==> src/rtl/grid_row_fetcher.sv <==
`timescale 1ns/1ps
`default_nettype none
// +----------------------------------------------------------------------------+
// | grid_row_fetcher: Avalon-MM read master that scans the playfield row by    |
// | row into a shadow buffer and publishes it only after a complete scan.      |
// | Revision: 1.0                                                              |
// +----------------------------------------------------------------------------+
module grid_row_fetcher #(
  parameter int ROWS    = 20,
  parameter int COLS    = 10,
  parameter int ADDR_W  = 5,
  parameter int TIMEOUT = 64
) (
  input  logic                   clk,
  input  logic                   reset,
  input  logic                   start,
  output logic                   busy,
  output logic                   done,
  output logic                   err,
  output logic [ROWS*COLS-1:0]   grid_out,
  output logic [ADDR_W-1:0]      avm_address,
  output logic                   avm_read,
  input  logic                   avm_waitrequest,
  input  logic [31:0]            avm_readdata,
  input  logic                   avm_readdatavalid
);

  localparam logic [1:0] S_IDLE   = 2'd0;
  localparam logic [1:0] S_REQ    = 2'd1;
  localparam logic [1:0] S_WAIT   = 2'd2;
  localparam logic [1:0] S_FINISH = 2'd3;

  localparam int              TW       = $clog2(TIMEOUT + 1);
  localparam logic [TW-1:0]   T_LIMIT  = TW'(TIMEOUT - 1);
  localparam logic [ADDR_W-1:0] LAST_ROW = ADDR_W'(ROWS - 1);

  logic [1:0]            state;
  logic [ADDR_W-1:0]     row;
  logic [TW-1:0]         tcnt;
  logic [ROWS*COLS-1:0]  shadow;

  // Only the low COLS bits of a row word carry grid cells.
  logic unused_readdata_hi;
  assign unused_readdata_hi = ^avm_readdata[31:COLS];

  always_ff @(posedge clk) begin
    if (reset) begin
      state       <= S_IDLE;
      row         <= '0;
      tcnt        <= '0;
      shadow      <= '0;
      grid_out    <= '0;
      busy        <= 1'b0;
      done        <= 1'b0;
      err         <= 1'b0;
      avm_read    <= 1'b0;
      avm_address <= '0;
    end else begin
      done <= 1'b0;
      err  <= 1'b0;
      case (state)
        S_IDLE: begin
          if (start) begin
            state       <= S_REQ;
            row         <= '0;
            avm_address <= '0;
            avm_read    <= 1'b1;
            busy        <= 1'b1;
          end
        end
        S_REQ: begin
          if (!avm_waitrequest) begin
            avm_read <= 1'b0;
            tcnt     <= '0;
            state    <= S_WAIT;
          end
        end
        S_WAIT: begin
          tcnt <= tcnt + TW'(1);
          // A response on the last allowed cycle still wins over the abort.
          if (avm_readdatavalid) begin
            shadow[int'(row)*COLS +: COLS] <= avm_readdata[COLS-1:0];
            if (row == LAST_ROW) begin
              state <= S_FINISH;
            end else begin
              row         <= row + ADDR_W'(1);
              avm_address <= row + ADDR_W'(1);
              avm_read    <= 1'b1;
              state       <= S_REQ;
            end
          end else if (tcnt == T_LIMIT) begin
            state <= S_IDLE;
            err   <= 1'b1;
            busy  <= 1'b0;
          end
        end
        S_FINISH: begin
          grid_out <= shadow;
          done     <= 1'b1;
          busy     <= 1'b0;
          state    <= S_IDLE;
        end
        default: state <= S_IDLE;
      endcase
    end
  end

endmodule
`default_nettype wire

==> config.mk <==
export PLATFORM = sky130hd
export DESIGN_NAME = grid_row_fetcher
export DESIGN_NICKNAME = d
export VERILOG_FILES = /design/src/rtl/grid_row_fetcher.sv
export SDC_FILE = /design/constraint.sdc
export NUM_CORES = 1
export LEC_CHECK = 0
export ABC_CLOCK_PERIOD_IN_PS = 11050
export CORE_AREA = 2 2 229 321
export DETAILED_ROUTE_END_ITERATION = 8
export DIE_AREA = 0 0 231 323
export GPL_ROUTABILITY_DRIVEN = 0
export MAX_ROUTING_LAYER = met4
export PLACE_DENSITY = 0.39
export RECOVER_POWER = 50
export SLEW_MARGIN = 20
export SYNTH_ARGS = -nofsm -noshare
export SYNTH_HDL_FRONTEND = slang
export SYNTH_SLANG_ARGS = --single-unit
==> constraint.sdc <==
create_clock -name clk -period 11.05 [get_ports clk]
set_input_delay 1.105 -clock clk [delete_from_list [all_inputs] [get_ports clk]]
set_output_delay 1.105 -clock clk [all_outputs]
set_load 0.02 [all_outputs]
==> metrics, run 1 <==
Die Span Y=323 um; setup TNS=0 ns; Pre-antenna DRT Iters=7; syn_area_per_cell=8.38 um2; hold path depth=2; CP max stage delay=3.22 ns; Top Ports=246; startpoint types=input pin; Port-buffer cells=223; gr ovfl total=0; final period utilization=0.617; maximum level of the CTS H-tree=2; max-cap viol count=3; Mapped Cells=approximately 2.1k; IR drop worst, VDD=115 uV; Worst R2R Setup Slack=4.82 ns; antenna diode count=0; switching portion of total power=0.240; HP Class=reg -> reg; ANT nets after route=0; vias in the first global route=15.8k; Final setup viols=0; Primary FF master, synth=dfxtp_1; Reg-to-Reg Start=row[0]; row cnt=117; Setup Skew=0.0153 ns; failing checks=max-capacitance violations, max-slew violations; Min Hold Slack=0.446 ns; Gate power share=0.041; Area growth syn-to-layout=26.6%; fin crit period=6.82 ns; reg2reg path depth=16; layout cells sized above 1=0.0757; cell-internal power=2.44 mW; CTS Hold Bufs=0; RSZ-0062 raised after global routing=no; # fillers=7,662; Worst-Margin Slew=~4.5 ns; Vias=16.0k; core area=72,000 um2; Max Slew Vio Count=358; Min-Delay Endpoint=grid_out[177]; first-pass GRT wire length=107 mm; Skew-Pair Late Insertion Delay=0.60 ns; ys async rst share=0; clock-pin slew on the worst setup and hold paths=0.07 ns; full die area=between 70,000 and 80,000 um2; Clk network pwr share=0.488; Die X=231 um; CTS tree=done; Slew HR=-1.98; Seq pwr share=0.471; Final Hold Vio Count=0; postcts setup bufs=0; drt initial violations=~1.1k; Final Net Count=2,329; crit path launch=reset; Mapped Nets=2,169; wire length per cell=22.3 um; Worst EP arrival=7.10 ns; Pleak=8.37 nW; FF+latch count, synth=418; maximum clock rate=147 MHz; DRC=0; sequential fraction of the synthesis area=0.471; DP Wirelength=51.5 mm; CTS root buf=clkbuf_16; CTS Buf Count=46; largest net degree at the start of global routing=between 200 and 250; CP max stage cell=clkbuf_2; Initial Utilization=0.246; Via density=between 4 and 5; Warnings, synthesis=0; Post-synth EDFFs=0; WL final=about 73 mm; CTS max path bufs=3; Crit Path Category=in -> reg; Hold Path Origin=shadow[177]; GRT Overall Usage=0.197; initial antenna violation count=0; CP Cell Sequence=clkbuf_1 > clkbuf_2 > nor3_1; status=complete, but fails checks; worst-path maximum fanout=214; Mapped Area=17,800 um2; capturing point of the worst reg2reg path=shadow[31]; P_sw=0.770 mW; Tot Pwr=3.21 mW; PwrDens=143 nW/um2; CTS Sinks=approximately 420; synth unique cells=97; # resized after CTS=0; Crit. End Element=flop; CP required=11.34 ns
synth_stat cells (3+ instances only):
| master | n | share of area |
|---|---|---|
| a311oi_1 | 11 | 0.0054 |
| buf_2 | 15 | 0.0042 |
| a31oi_1 | 13 | 0.0046 |
| nand2b_1 | 8 | 0.0028 |
| o311ai_0 | 3 | 0.0015 |
| a32oi_1 | 3 | 0.0015 |
| nor3_1 | 50 | 0.014 |
| buf_1 | 5 | 0.0011 |
| nand3_1 | 44 | 0.012 |
| xor2_1 | 6 | 0.0030 |
| a2111oi_2 | 7 | 0.0059 |
| xnor2_1 | 10 | 0.0049 |
| o211ai_1 | 4 | 0.0017 |
| nor2_1 | 163 | 0.034 |
| nor3b_1 | 4 | 0.0017 |
| a21oi_1 | 266 | 0.075 |
| a22oi_1 | 3 | 0.0013 |
| a211oi_1 | 11 | 0.0047 |
| and2_1 | 6 | 0.0021 |
| or3_1 | 4 | 0.0014 |
| nand2_1 | 518 | 0.11 |
| o32ai_1 | 12 | 0.0059 |
| a211oi_2 | 4 | 0.0028 |
| nor3_2 | 4 | 0.0023 |
| o22ai_1 | 12 | 0.0042 |
| nand3b_1 | 3 | 0.0013 |
| nor4_1 | 11 | 0.0039 |
| clkbuf_1 | 125 | 0.026 |
| o31ai_1 | 14 | 0.0059 |
| ha_1 | 12 | 0.0085 |
| inv_1 | 18 | 0.0038 |
| o22a_1 | 3 | 0.0015 |
| o21ai_0 | 30 | 0.0085 |
| nor2b_1 | 5 | 0.0018 |
| nand4_1 | 38 | 0.013 |
| mux2i_1 | 168 | 0.095 |
| or2_2 | 3 | 0.0011 |
| and3_1 | 4 | 0.0014 |
| dfxtp_1 | 418 | 0.47 |
| mux2_2 | 4 | 0.0025 |
| buf_4 | 3 | 0.0013 |
worst max-delay path by stage:
stage	cells after the start	to	slack, ns
floorplan	16	shadow[122]	6.85
global placement	16	shadow[54]	5.03
detailed placement	16	shadow[31]	4.87
CTS	16	shadow[31]	4.86
global route	3	shadow[57]	3.71
finish	3	shadow[39]	4.23
power groups by stage:
stage / Clock, mW / Sequential, mW / Combinational [mW]
floorplan: 0 / 1.55 / 0.0809
CTS: 1.62 / 1.51 / 0.132
global placement: 0 / 1.55 / 0.130
detailed placement: 0 / 1.55 / 0.131
finish: 1.57 / 1.51 / 0.130
global route: 1.67 / 1.51 / 0.139
per-layer routing:
layer / global-route usage / wire length [um]
met5: - / 0
met4: 0.0892 / 3530
met3: 0.0296 / 3310
met2: 0.333 / 35700
met1: 0.232 / 30300
cell type report:
cell class | instances | area (um2) | share of cell area
clock buffer | 68 | 1360 | 0.0607
clock inverter | 12 | 145 | 0.00646
inverter | 19 | 71.3 | 0.00317
multi-input combinational | 1531 | 8810 | 0.392
sequential | 418 | 8370 | 0.372
tap | 952 | 1190 | 0.0530
timing repair buffer | 263 | 2520 | 0.112
through the flow:
stage	util	setup WS [ns]	std cells	area, um2
after floorplan	-	6.85	2119	17800
after global placement	0.291	5.03	3182	21000
after detailed placement	0.291	4.87	3183	21000
after CTS	0.312	4.86	3263	22500
after global routing	0.312	3.71	3263	22500
final	0.312	4.23	3263	22500
cells in the final DEF, fill, tap and decap left out, types with 5 or more instances in the layout:
cell	count
nand2_1	517
dfxtp_1	418
a21oi_1	265
dlygate4sd3_1	207
mux2i_1	166
nor2_1	158
nor3_1	50
clkbuf_16	46
nand3_1	44
nand4_1	38
buf_4	38
o21ai_0	29
inv_1	19
clkdlybuf4s50_1	15
a31oi_1	13
clkbuf_8	13
o22ai_1	12
o32ai_1	12
o31ai_1	12
a211oi_1	11
nor4_1	11
ha_1	11
clkbuf_1	11
a311oi_1	10
xnor2_1	9
nand2b_1	8
nor2_2	7
a2111oi_2	7
xor2_1	6
nor2b_1	5
and2_1	5
clkinv_2	5
worst max-delay path, delay by kind of cell:
kind | cells | cell delay [ns]
buf+inv | 2 | 5.37
simple gates | 1 | 0.25
logic make-up (layout without fill, tap and decap cells):
family | count (synthesis) | in the layout | synth area share
mux | 175 | 175 | 0.101
fa+ha+maj | 13 | 13 | 0.00959
compound gates | 438 | 438 | 0.155
flops | 418 | 418 | 0.471
simple gates | 889 | 889 | 0.217
buf+inv | 170 | 362 | 0.0386
xor+xnor | 16 | 16 | 0.00789
sequential cells by signal, summed over array words and instances, names as in the netlist:
| signal | flops |
|---|---|
| grid_out | 200 |
| state | 2 |
| done | 1 |
| err | 1 |
| avm_read | 1 |
| shadow | 200 |
| row | 5 |
| busy | 1 |
| tcnt | 7 |
Power figures use the tool's default switching activity.
==> run 2: changes to the inputs <==
- ABC_CLOCK_PERIOD_IN_PS: 11050 -> 6800
- clock period: 11.05 -> 6.8 ns (I/O delays scaled with it)
==> metrics, run 2 (same netlist as run 1, synthesis figures left out) <==
vias in the first global route=15.9k (+0.60%); antenna diode count=0 (unchanged); CTS Sinks=418 (unchanged); clock-pin slew on the worst setup and hold paths=0.06 ns (about the same); FF+latch area=8370 um2 (unchanged); placed cell count=3,189 (+0.19%); area of the multi-input gates=8790 um2 (-0.20%); setup TNS=0 ns (unchanged); Final Cell Area=22,500 um2 (about the same); Port-buffer cells=223 (unchanged); wire length per cell=22.4 um (+0.48%); Pre-antenna DRT Iters=5 (-2); Crit Path Category=reg -> reg; initial antenna violation count=1 (+1); Worst-Margin Slew=3.85 ns (-0.620 ns); Initial Utilization=0.246 (unchanged); core area=72,000 um2 (unchanged); CTS root buf=clkbuf_16; # resized after CTS=0 (unchanged); Setup WS post-layout=0.771 ns (-3.46 ns); CP max stage delay=0.82 ns (-2.40 ns); IR drop worst, VDD=138 uV (+20%); fin crit period=6.03 ns; layout cells sized above 1=0.0785 (+0.00279); DP Wirelength=51.8 mm (+0.66%); Placement Cell Area=21,000 um2 (+0.15%); CTS Buf Count=45 (-2.2%); CP delay by family, top=adder cells; row cnt=117 (unchanged); Final Net Count=2,334 (+0.21%); drt initial violations=1,052 (-0.19%); CP Cell Sequence=buf_4 > ha_1 > ha_1 > inv_1 > fa_1 > nor3b_1 > nand3_1 > nor2_1 > ha_1 > and4b_1 > o21ai_1 > mux2i_4 > buf_4 > nor2_1 > a2111oi_2 > a311oi_1; Worst R2R Setup Slack=0.77 ns (-4.05 ns); gr ovfl total=0 (unchanged); CTS Hold Bufs=0 (unchanged); Skew-Pair Late Insertion Delay=0.60 ns (about the same); Area growth syn-to-layout=26.7% (about the same); Final Hold Vio Count=0 (unchanged); Critical Path Most Common Cell=ha_1; Via density=4.95 (+0.87%); PwrDens=231 nW/um2 (+62%); Slew HR=-1.57 (+0.413); status=complete, but fails checks; ANT nets after route=0 (unchanged); Tot Pwr=5.20 mW (+62%); final period utilization=0.887; buffers and inverters on the worst path=3 (+1); Max Slew Vio Count=441 (+23%); CTS max path bufs=3 (unchanged); Final Core Density=0.312 (about the same); maximum level of the CTS H-tree=2 (unchanged); largest net degree at the start of global routing=158 (-27%); Pleak=8.39 nW (+0.15%); most frequent cells in the layout=nand2_1 (518), dfxtp_1 (418), a21oi_1 (264), dlygate4sd3_1 (206), mux2i_1 (166); first-pass GRT wire length=107 mm (+0.60%); failing checks=max-capacitance violations, max-slew violations; DRC=0 (unchanged); Crit. End Element=flop; RSZ-0062 raised after global routing=no; Worst EP arrival=6.30 ns (-0.80 ns); full die area=74,600 um2 (unchanged); Setup WS pre-CTS=0.982 ns (-3.89 ns); Setup Skew=0.0198 ns (+0.00451 ns); # fillers=7,574 (-1.1%); Top Ports=246 (unchanged); WL final=73.3 mm (+0.69%); Min Hold Slack=0.450 ns (+0.00354 ns); Final setup viols=0 (unchanged); CP required=7.07 ns (-4.27 ns); Vias=16.2k (+1.1%); Die X=231 um (unchanged); max-cap viol count=6 (+3); CTS tree=done; postcts setup bufs=0 (unchanged); largest registers=grid_out x200, shadow x200, tcnt x7; Post-Layout Cell Count=3,270 (+0.21%); HP Class=reg -> reg; leading cell type in the layout, fill and taps excluded=nand2_1; CP max stage cell=fa_1; worst-path maximum fanout=19 (-91%); startpoint types=flop; GRT Overall Usage=0.198 (+0.000836); Die Span Y=323 um (unchanged); maximum clock rate=166 MHz
-- run 2: changes by cell type in the layout (fill, tap and decap cells not counted), moves of 2 or more --
cell,previous run,this run
clkinv_2,5,12
buf_4,38,40
clkbuf_8,13,11
mux2i_2,0,2
mux2i_4,4,2
-- run 2: power breakdown --
group	total, mW	switching [mW]	internal [mW]
Sequential	2.46	0.00430	2.45
Combinational	0.216	0.168	0.0477
Clock	2.52	1.08	1.44
Total	5.20	1.25	3.94
-- run 2: metal layers --
metal | vias up | share of wire | GRT usage
li1 | 7704 | - | -
met2 | 478 | 0.50 | 0.342
met3 | 137 | 0.042 | 0.0257
met5 | - | 0 | -
met4 | 0 | 0.039 | 0.0738
met1 | 7882 | 0.42 | 0.235
-- run 2: path summary, 6_finish.rpt --
| kind | from | to | depth (start not counted) |
|---|---|---|---|
| max reg2reg | row[1] | shadow[6] | 16 |
| min | grid_out[20] | grid_out[20] | 2 |
| max | row[1] | shadow[6] | 16 |
| min reg2reg | grid_out[20] | grid_out[20] | 2 |
-- run 2: worst reg2reg max path, cell delays in order, from the launching register on --
cell and delay (ns):
dfxtp_1 0.29, buf_4 0.18, ha_1 0.29, ha_1 0.21, inv_1 0.07, fa_1 0.82, nor3b_1 0.52, nand3_1 0.51
nor2_1 0.24, ha_1 0.35, and4b_1 0.27, o21ai_1 0.14, mux2i_4 0.73, buf_4 0.40, nor2_1 0.11, a2111oi_2 0.42
a311oi_1 0.15
-- run 2: final cells by class --
type / instances / share of cell area
flip-flops and latches: 418 / 0.372
clock buffers: 64 / 0.0591
inverters: 19 / 0.00323
well taps: 952 / 0.0530
repair buffers: 269 / 0.114
clock inverters: 17 / 0.00746
multi-input cells: 1531 / 0.391
==> run 3: changes to the inputs <==
- CAP_MARGIN: not set -> 20
==> results of run 3 <==
Final layout, timing and power as in run 2 (identical DEF).
